## config.mk

```make
export PLATFORM = sky130hd
export DESIGN_NAME = pc_unit_ras
export DESIGN_NICKNAME = d
export VERILOG_FILES = /design/src/rtl/pc_unit_ras.sv
export SDC_FILE = /design/constraint.sdc
export NUM_CORES = 1
export LEC_CHECK = 0
export CORE_MARGIN = 2
export CORE_UTILIZATION = 30
export CTS_CLUSTER_SIZE = 8
export DETAILED_ROUTE_END_ITERATION = 6
export PLACE_DENSITY = 0.54
export SLEW_MARGIN = 10
export SYNTH_ARGS = -nofsm -noshare
export SYNTH_HDL_FRONTEND = slang
export SYNTH_SLANG_ARGS = --single-unit
```

## constraint.sdc

```tcl
create_clock -name clk -period 9.4 [get_ports clk]
set_input_delay 2.35 -clock clk [delete_from_list [all_inputs] [get_ports clk]]
set_output_delay 2.35 -clock clk [all_outputs]
set_load 0.05 [all_outputs]
```

## src/rtl/pc_unit_ras.sv

```systemverilog
// pc_unit_ras: program counter with trap redirect, stall, misaligned-target
// fault detection and a circular return-address stack.
// Next-PC priority: trap > stall > jump > branch > RAS pop > sequential.
module pc_unit_ras #(
  parameter int unsigned     XLEN         = 32,
  parameter logic [XLEN-1:0] RESET_VECTOR = '0,
  parameter int unsigned     INSTR_BYTES  = 4,
  parameter int unsigned     RAS_DEPTH    = 4
) (
  input  logic                         clk,
  input  logic                         reset_n,
  input  logic                         stall,
  input  logic                         trap_enable,
  input  logic [XLEN-1:0]              trap_vector,
  input  logic                         jump_enable,
  input  logic [XLEN-1:0]              jump_target_address,
  input  logic                         ras_push,
  input  logic                         branEnable,
  input  logic [XLEN-1:0]              branAddress,
  input  logic                         ras_pop,
  output logic [XLEN-1:0]              outputPCAddress,
  output logic [XLEN-1:0]              pc_plus_inc,
  output logic                         misaligned_fault,
  output logic [XLEN-1:0]              fault_addr,
  output logic [$clog2(RAS_DEPTH):0]   ras_count,
  output logic                         ras_underflow
);

  localparam int unsigned PTR_W   = $clog2(RAS_DEPTH);
  localparam int unsigned CNT_W   = PTR_W + 1;
  localparam int unsigned ALIGN_W = $clog2(INSTR_BYTES);
  localparam logic [XLEN-1:0]  INC      = XLEN'(INSTR_BYTES);
  localparam logic [CNT_W-1:0] CNT_FULL = CNT_W'(RAS_DEPTH);

  logic [XLEN-1:0]  pc_q, pc_d;
  logic [PTR_W-1:0] ptr_q, ptr_d;          // index of the top entry
  logic [CNT_W-1:0] cnt_q, cnt_d;
  logic             fault_q, fault_d;
  logic [XLEN-1:0]  fault_addr_q, fault_addr_d;
  logic             underflow_q, underflow_d;

  logic [XLEN-1:0]  ras_mem [RAS_DEPTH];
  logic [XLEN-1:0]  ras_top;
  logic [XLEN-1:0]  pc_seq;
  logic [XLEN-1:0]  target;
  logic             target_valid;
  logic             push_en;

  assign pc_seq  = pc_q + INC;
  assign ras_top = ras_mem[ptr_q];

  // Select next PC, RAS pointer/count movement and fault/underflow pulses.
  always_comb begin
    pc_d         = pc_q;
    ptr_d        = ptr_q;
    cnt_d        = cnt_q;
    fault_d      = 1'b0;
    fault_addr_d = fault_addr_q;
    underflow_d  = 1'b0;
    push_en      = 1'b0;
    target       = '0;
    target_valid = 1'b0;

    if (trap_enable) begin
      // Trap vector is taken as-is, no alignment check, RAS untouched.
      pc_d = trap_vector;
    end else if (!stall) begin
      if (jump_enable) begin
        target       = jump_target_address;
        target_valid = 1'b1;
        // A call pushes the return address; a pop on the same cycle is dropped.
        if (ras_push) begin
          push_en = 1'b1;
          ptr_d   = ptr_q + PTR_W'(1);
          if (cnt_q != CNT_FULL) begin
            cnt_d = cnt_q + CNT_W'(1);
          end
        end
      end else if (branEnable) begin
        target       = branAddress;
        target_valid = 1'b1;
      end else if (ras_pop) begin
        if (cnt_q != '0) begin
          target       = ras_top;
          target_valid = 1'b1;
          ptr_d        = ptr_q - PTR_W'(1);
          cnt_d        = cnt_q - CNT_W'(1);
        end else begin
          underflow_d = 1'b1;
          pc_d        = pc_seq;
        end
      end else begin
        pc_d = pc_seq;
      end

      // A misaligned target is not loaded; the PC holds and the fault is logged.
      if (target_valid) begin
        if (|target[ALIGN_W-1:0]) begin
          fault_d      = 1'b1;
          fault_addr_d = target;
        end else begin
          pc_d = target;
        end
      end
    end
  end

  // Architectural state registers with synchronous active-low reset.
  always_ff @(posedge clk) begin
    if (!reset_n) begin
      pc_q         <= RESET_VECTOR;
      ptr_q        <= '0;
      cnt_q        <= '0;
      fault_q      <= 1'b0;
      fault_addr_q <= '0;
      underflow_q  <= 1'b0;
    end else begin
      pc_q         <= pc_d;
      ptr_q        <= ptr_d;
      cnt_q        <= cnt_d;
      fault_q      <= fault_d;
      fault_addr_q <= fault_addr_d;
      underflow_q  <= underflow_d;
    end
  end

  // RAS storage: write the return address into the slot above the old top.
  always_ff @(posedge clk) begin
    if (reset_n && push_en) begin
      ras_mem[ptr_d] <= pc_seq;
    end
  end

  assign outputPCAddress  = pc_q;
  assign pc_plus_inc      = pc_seq;
  assign misaligned_fault = fault_q;
  assign fault_addr       = fault_addr_q;
  assign ras_count        = cnt_q;
  assign ras_underflow    = underflow_q;

endmodule

```

==> results.md <==
- The first-pass GRT wire length is 47.6 mm.
- The total die area is 31900 µm².
- The final count of pins violating max slew is 0.
- The finished cells cover 12200 µm².
- The leftover overflow at the end of global routing is 0.
- In the finished design, the share of the clock period the worst path needs comes to 0.664.
- During synthesis, Yosys emitted a total of 0 warnings.
- The cell total after placement is 1326.
- The number of global-route vias before repair came to 7261.
- In this run, synthesis inferred 128 flip-flops with an integrated enable.
- Timing would allow up to 0.160 GHz.
- The total inserted antenna cells is 0.
- The time the final worst path needs with I/O delays and setup is 6.25 ns.
- The top flip-flop cell by instance count after synthesis is edfxtp_1.
- The data required time of the worst path is 7.05 ns.
- The residual antenna-violating net count after detailed routing is 0.
- STA classifies the critical path startpoint as a register.
- The number of H-tree branching levels is 4.
- IR analysis of the VDD net gives a maximum drop of 0.120 mV.
- Summing over every cut layer, the via total after detailed routing is 7341.
- The number of clock sinks is 199.
- The pre-antenna-repair detailed-routing pass consisted of 5 iterations.
- The total negative setup slack is 0 ns.
- The fraction of layout instances using a drive strength above 1 is 0.112.
- Buffers inserted during clock tree synthesis total 17.
- The origin of the critical flop-to-flop path is ras_count[0].
- For this configuration, the core starts out at a cell density of 0.307.
- The die extent in x is 179 µm.
- The DRC violation count after routing is 0.
- The run finished with clean final reports.
- The combinational family with the most area after synthesis is compound AO/OA/AOI/OAI gates.
- Traced cell by cell, the critical path runs through nand3_1, nor3_1, nand3_1, xnor2_1, clkdlybuf4s50_1.
- The reg2reg setup slack is 6.17 ns.
- The compound-cell area share of the yosys netlist was 0.153.
- The path with the worst hold slack has its endpoint at fault_addr[3].
- The instance area after placement is 11600 µm².
- For the worst setup path, the data arrival time is 3.90 ns.
- The worst hold path passes through 2 cells.
- STA classifies the critical path endpoint as a primary output.
- The worst setup path is of the reg2out kind.
- Synthesis produced a netlist whose cell count is 769.
- Along the worst path, the maximum fanout reaches 8.
- For this run, asynchronously set or reset flops after synthesis account for 0.
- The last weighted congestion value of the routability-driven placer is 0.825.
- Setup repair after global routing left no endpoint under its margin.
- The mean area per synthesized cell is 11.9 µm².
- The number of port buffers is 204.
- The final worst hold slack is 0.463 ns.
- The buffers inserted during post-CTS setup optimization is 0.
- The number of fill cells is 2871.
- Of the total synthesized cell area, the portion taken by AND, OR, NAND and NOR gates is 0.119.
- In this run the clock root is driven by a clkbuf_16.
- Of the total synthesized cell area, the portion taken by full adders, half adders and majority gates is 0.00356.
- Of the post-synthesis cell area, the part taken by muxes is 0.0821.
- The share of the Yosys chip area taken by registers is 0.576.
- 205 I/O pins were placed.
- Counting flops and latches in the post-synthesis netlist gives 199.
- At the later pin of the worst-skew pair, clock insertion delay measures 0.44 ns.
- For this run, the slowest stage of the critical path takes 0.96 ns.
- The per-cell via count in the routed design is 5.41.
- The cell area power density is 171 nW/µm².
- The transition time at the pin with the least slew margin is 1.05 ns.
- In this run, distinct cell masters in the synthesized netlist total 63.
- The clock tree from TritonCTS is done.
- For this run, the post-layout net count is 1061.
- The floorplan core area is 29800 µm².
- The clock passes through at most 2 buffers.
- The clock input transition at the sequential cells of the worst setup and hold paths is 0.08 ns.
- The final setup violation count is 0.
- The initial antenna violation count is 0.
- The setup clock skew after layout is 0.0110 ns.
- The mapped netlist covers 9140 µm².
- The post-layout instance count excluding filler cells is 1358.
- The relative slew slack is 0.301.
- Gates resized during post-CTS repair numbered 0.
- The xor/xnor share of the synthesized area is 0.0326.
- The max-cap violation count is 0.
- The number of hold violations in the final report was 0.
- For this block, the initial DRC count from the detailed router was 658.
- After floorplanning, the core was divided into 63 placement rows.
- The completed layout was analyzed and its total power is 2.09 mW.
- Summed over all cells, the static leakage comes to 3.97 nW.
- In this run the worst hold path is classified as reg2reg.
- The start point of the worst hold path is fault_addr[3].
- The number of hold buffers added after CTS is 0.
- Dividing the detail-routed wire length by the instance count gives 24.1 µm.
- The floorplan die height is 179 µm.
- The number of cells on the worst reg-to-reg path is 5.
- The slowest stage of the critical path belongs to the cell clkdlybuf4s50_1.
- After detailed routing, the total wire length is 32.7 mm.
- The most frequent cell on the critical path is nand3_1.
- For this run, the total global-route usage over all layers was measured as 0.207.
- The half-perimeter wire length of the detailed placement result is 23.2 mm.
- Entering global routing, the biggest net connects 59 pins.
- The number of nets handed over by synthesis was 875.
- The growth of design area from synthesis to finish is 33.2%.
- The endpoint identified for the worst register-to-register timing path is ras_mem[1][7].
-- cells in the final DEF, fill, tap and decap left out, types with 3 or more instances in the layout --
master and n:
nand2_1 93, and4_1 3, xnor2_1 26, o211ai_1 15, a21oi_1 39, nor3_1 15, mux2i_1 3, or3_1 6
inv_8 3, mux4_2 32, nor2_1 52, edfxtp_1 128, o32ai_1 3, a22oi_1 19, inv_1 8, clkdlybuf4s50_1 203
o31ai_1 3, nand4_1 12, xor2_1 8, a221oi_2 5, and2_1 7, o22ai_1 4, buf_4 23, a211oi_1 21
clkinv_4 4, clkinvlp_4 3, and3_1 7, o21ai_0 42, a221oi_1 6, dfxtp_1 69, a222oi_1 12, nand3_1 22
a31oi_1 5, clkbuf_16 17
-- worst max-delay path: cells and delay by family (launching register included) --
family,cells,cell delay (ns)
flip-flops,1,0.49
AND/OR/NAND/NOR,3,1.41
XOR/XNOR,1,0.60
buffers and inverters,1,0.96
-- metal layers --
| layer | share of wire | GRT usage |
|---|---|---|
| met2 | 0.46 | 0.331 |
| met5 | 0 | 0 |
| met1 | 0.43 | 0.285 |
| met3 | 0.087 | 0.0480 |
| met4 | 0.016 | 0.0498 |
-- report_power, final --
group          internal (mW)  switching (mW)  total, mW
clock                  0.382           0.352      0.733
sequential             0.952          0.0287      0.981
combinational          0.134           0.238      0.372
total                   1.47           0.618       2.09
-- layout make-up --
class	instances	area [µm²]	area share
Inverter	9	33.8	0.00278
Tap cell	390	488	0.0401
Sequential cell	199	5270	0.433
Clock inverter	13	139	0.0114
Timing Repair Buffer	227	2210	0.182
Clock buffer	19	443	0.0364
Multi-Input combinational cell	501	3590	0.295
-- logic make-up (layout without fill, tap and decap cells) --
family,Yosys count,in the layout
adders and majority gates,2,2
muxes,35,35
AOI/OAI and AO/OA,198,198
buffers and inverters,69,268
DFF,199,199
and+or+nand+nor,232,232
xor gates and xnor gates,34,34
-- registers in the layout, summed over array words and instances (netlist names) --
name and flops:
fault_addr 32, misaligned_fault 1, outputPCAddress 32, ptr_q 2, ras_count 3, ras_mem 128
ras_underflow 1
-- worst max path at each step --
| stage | from | endpoint | slack (ns) |
|---|---|---|---|
| finish | outputPCAddress[4] | pc_plus_inc[25] | 3.15 |
| global route | outputPCAddress[4] | pc_plus_inc[25] | 2.98 |
| CTS | outputPCAddress[4] | pc_plus_inc[27] | 3.21 |
| detailed placement | branEnable | ras_mem[1][5] | 3.23 |
| global placement | branEnable | ras_mem[1][25] | 3.40 |
| floorplan | branEnable | ras_mem[3][0] | 2.32 |
-- Yosys cell counts (all sizes together), types with 15 or more instances --
cell type,instances,share of area
mux4,32,0.079
nor2,55,0.023
nand3,22,0.012
o21ai,42,0.023
edfxtp,128,0.42
clkbuf,35,0.015
buf,25,0.016
a211oi,23,0.019
o211ai,15,0.012
xnor2,26,0.025
nor3,15,0.0082
nand2,94,0.039
dfxtp,71,0.16
a21oi,39,0.021
a22oi,19,0.016
-- through the flow --
stage	setup slack, ns	util
after floorplan	2.32	-
after global placement	3.40	0.389
after detailed placement	3.23	0.389
after CTS	3.21	0.409
after global routing	2.98	0.409
final	3.15	0.409
No activity file was read; power rests on OpenSTA's default activity.
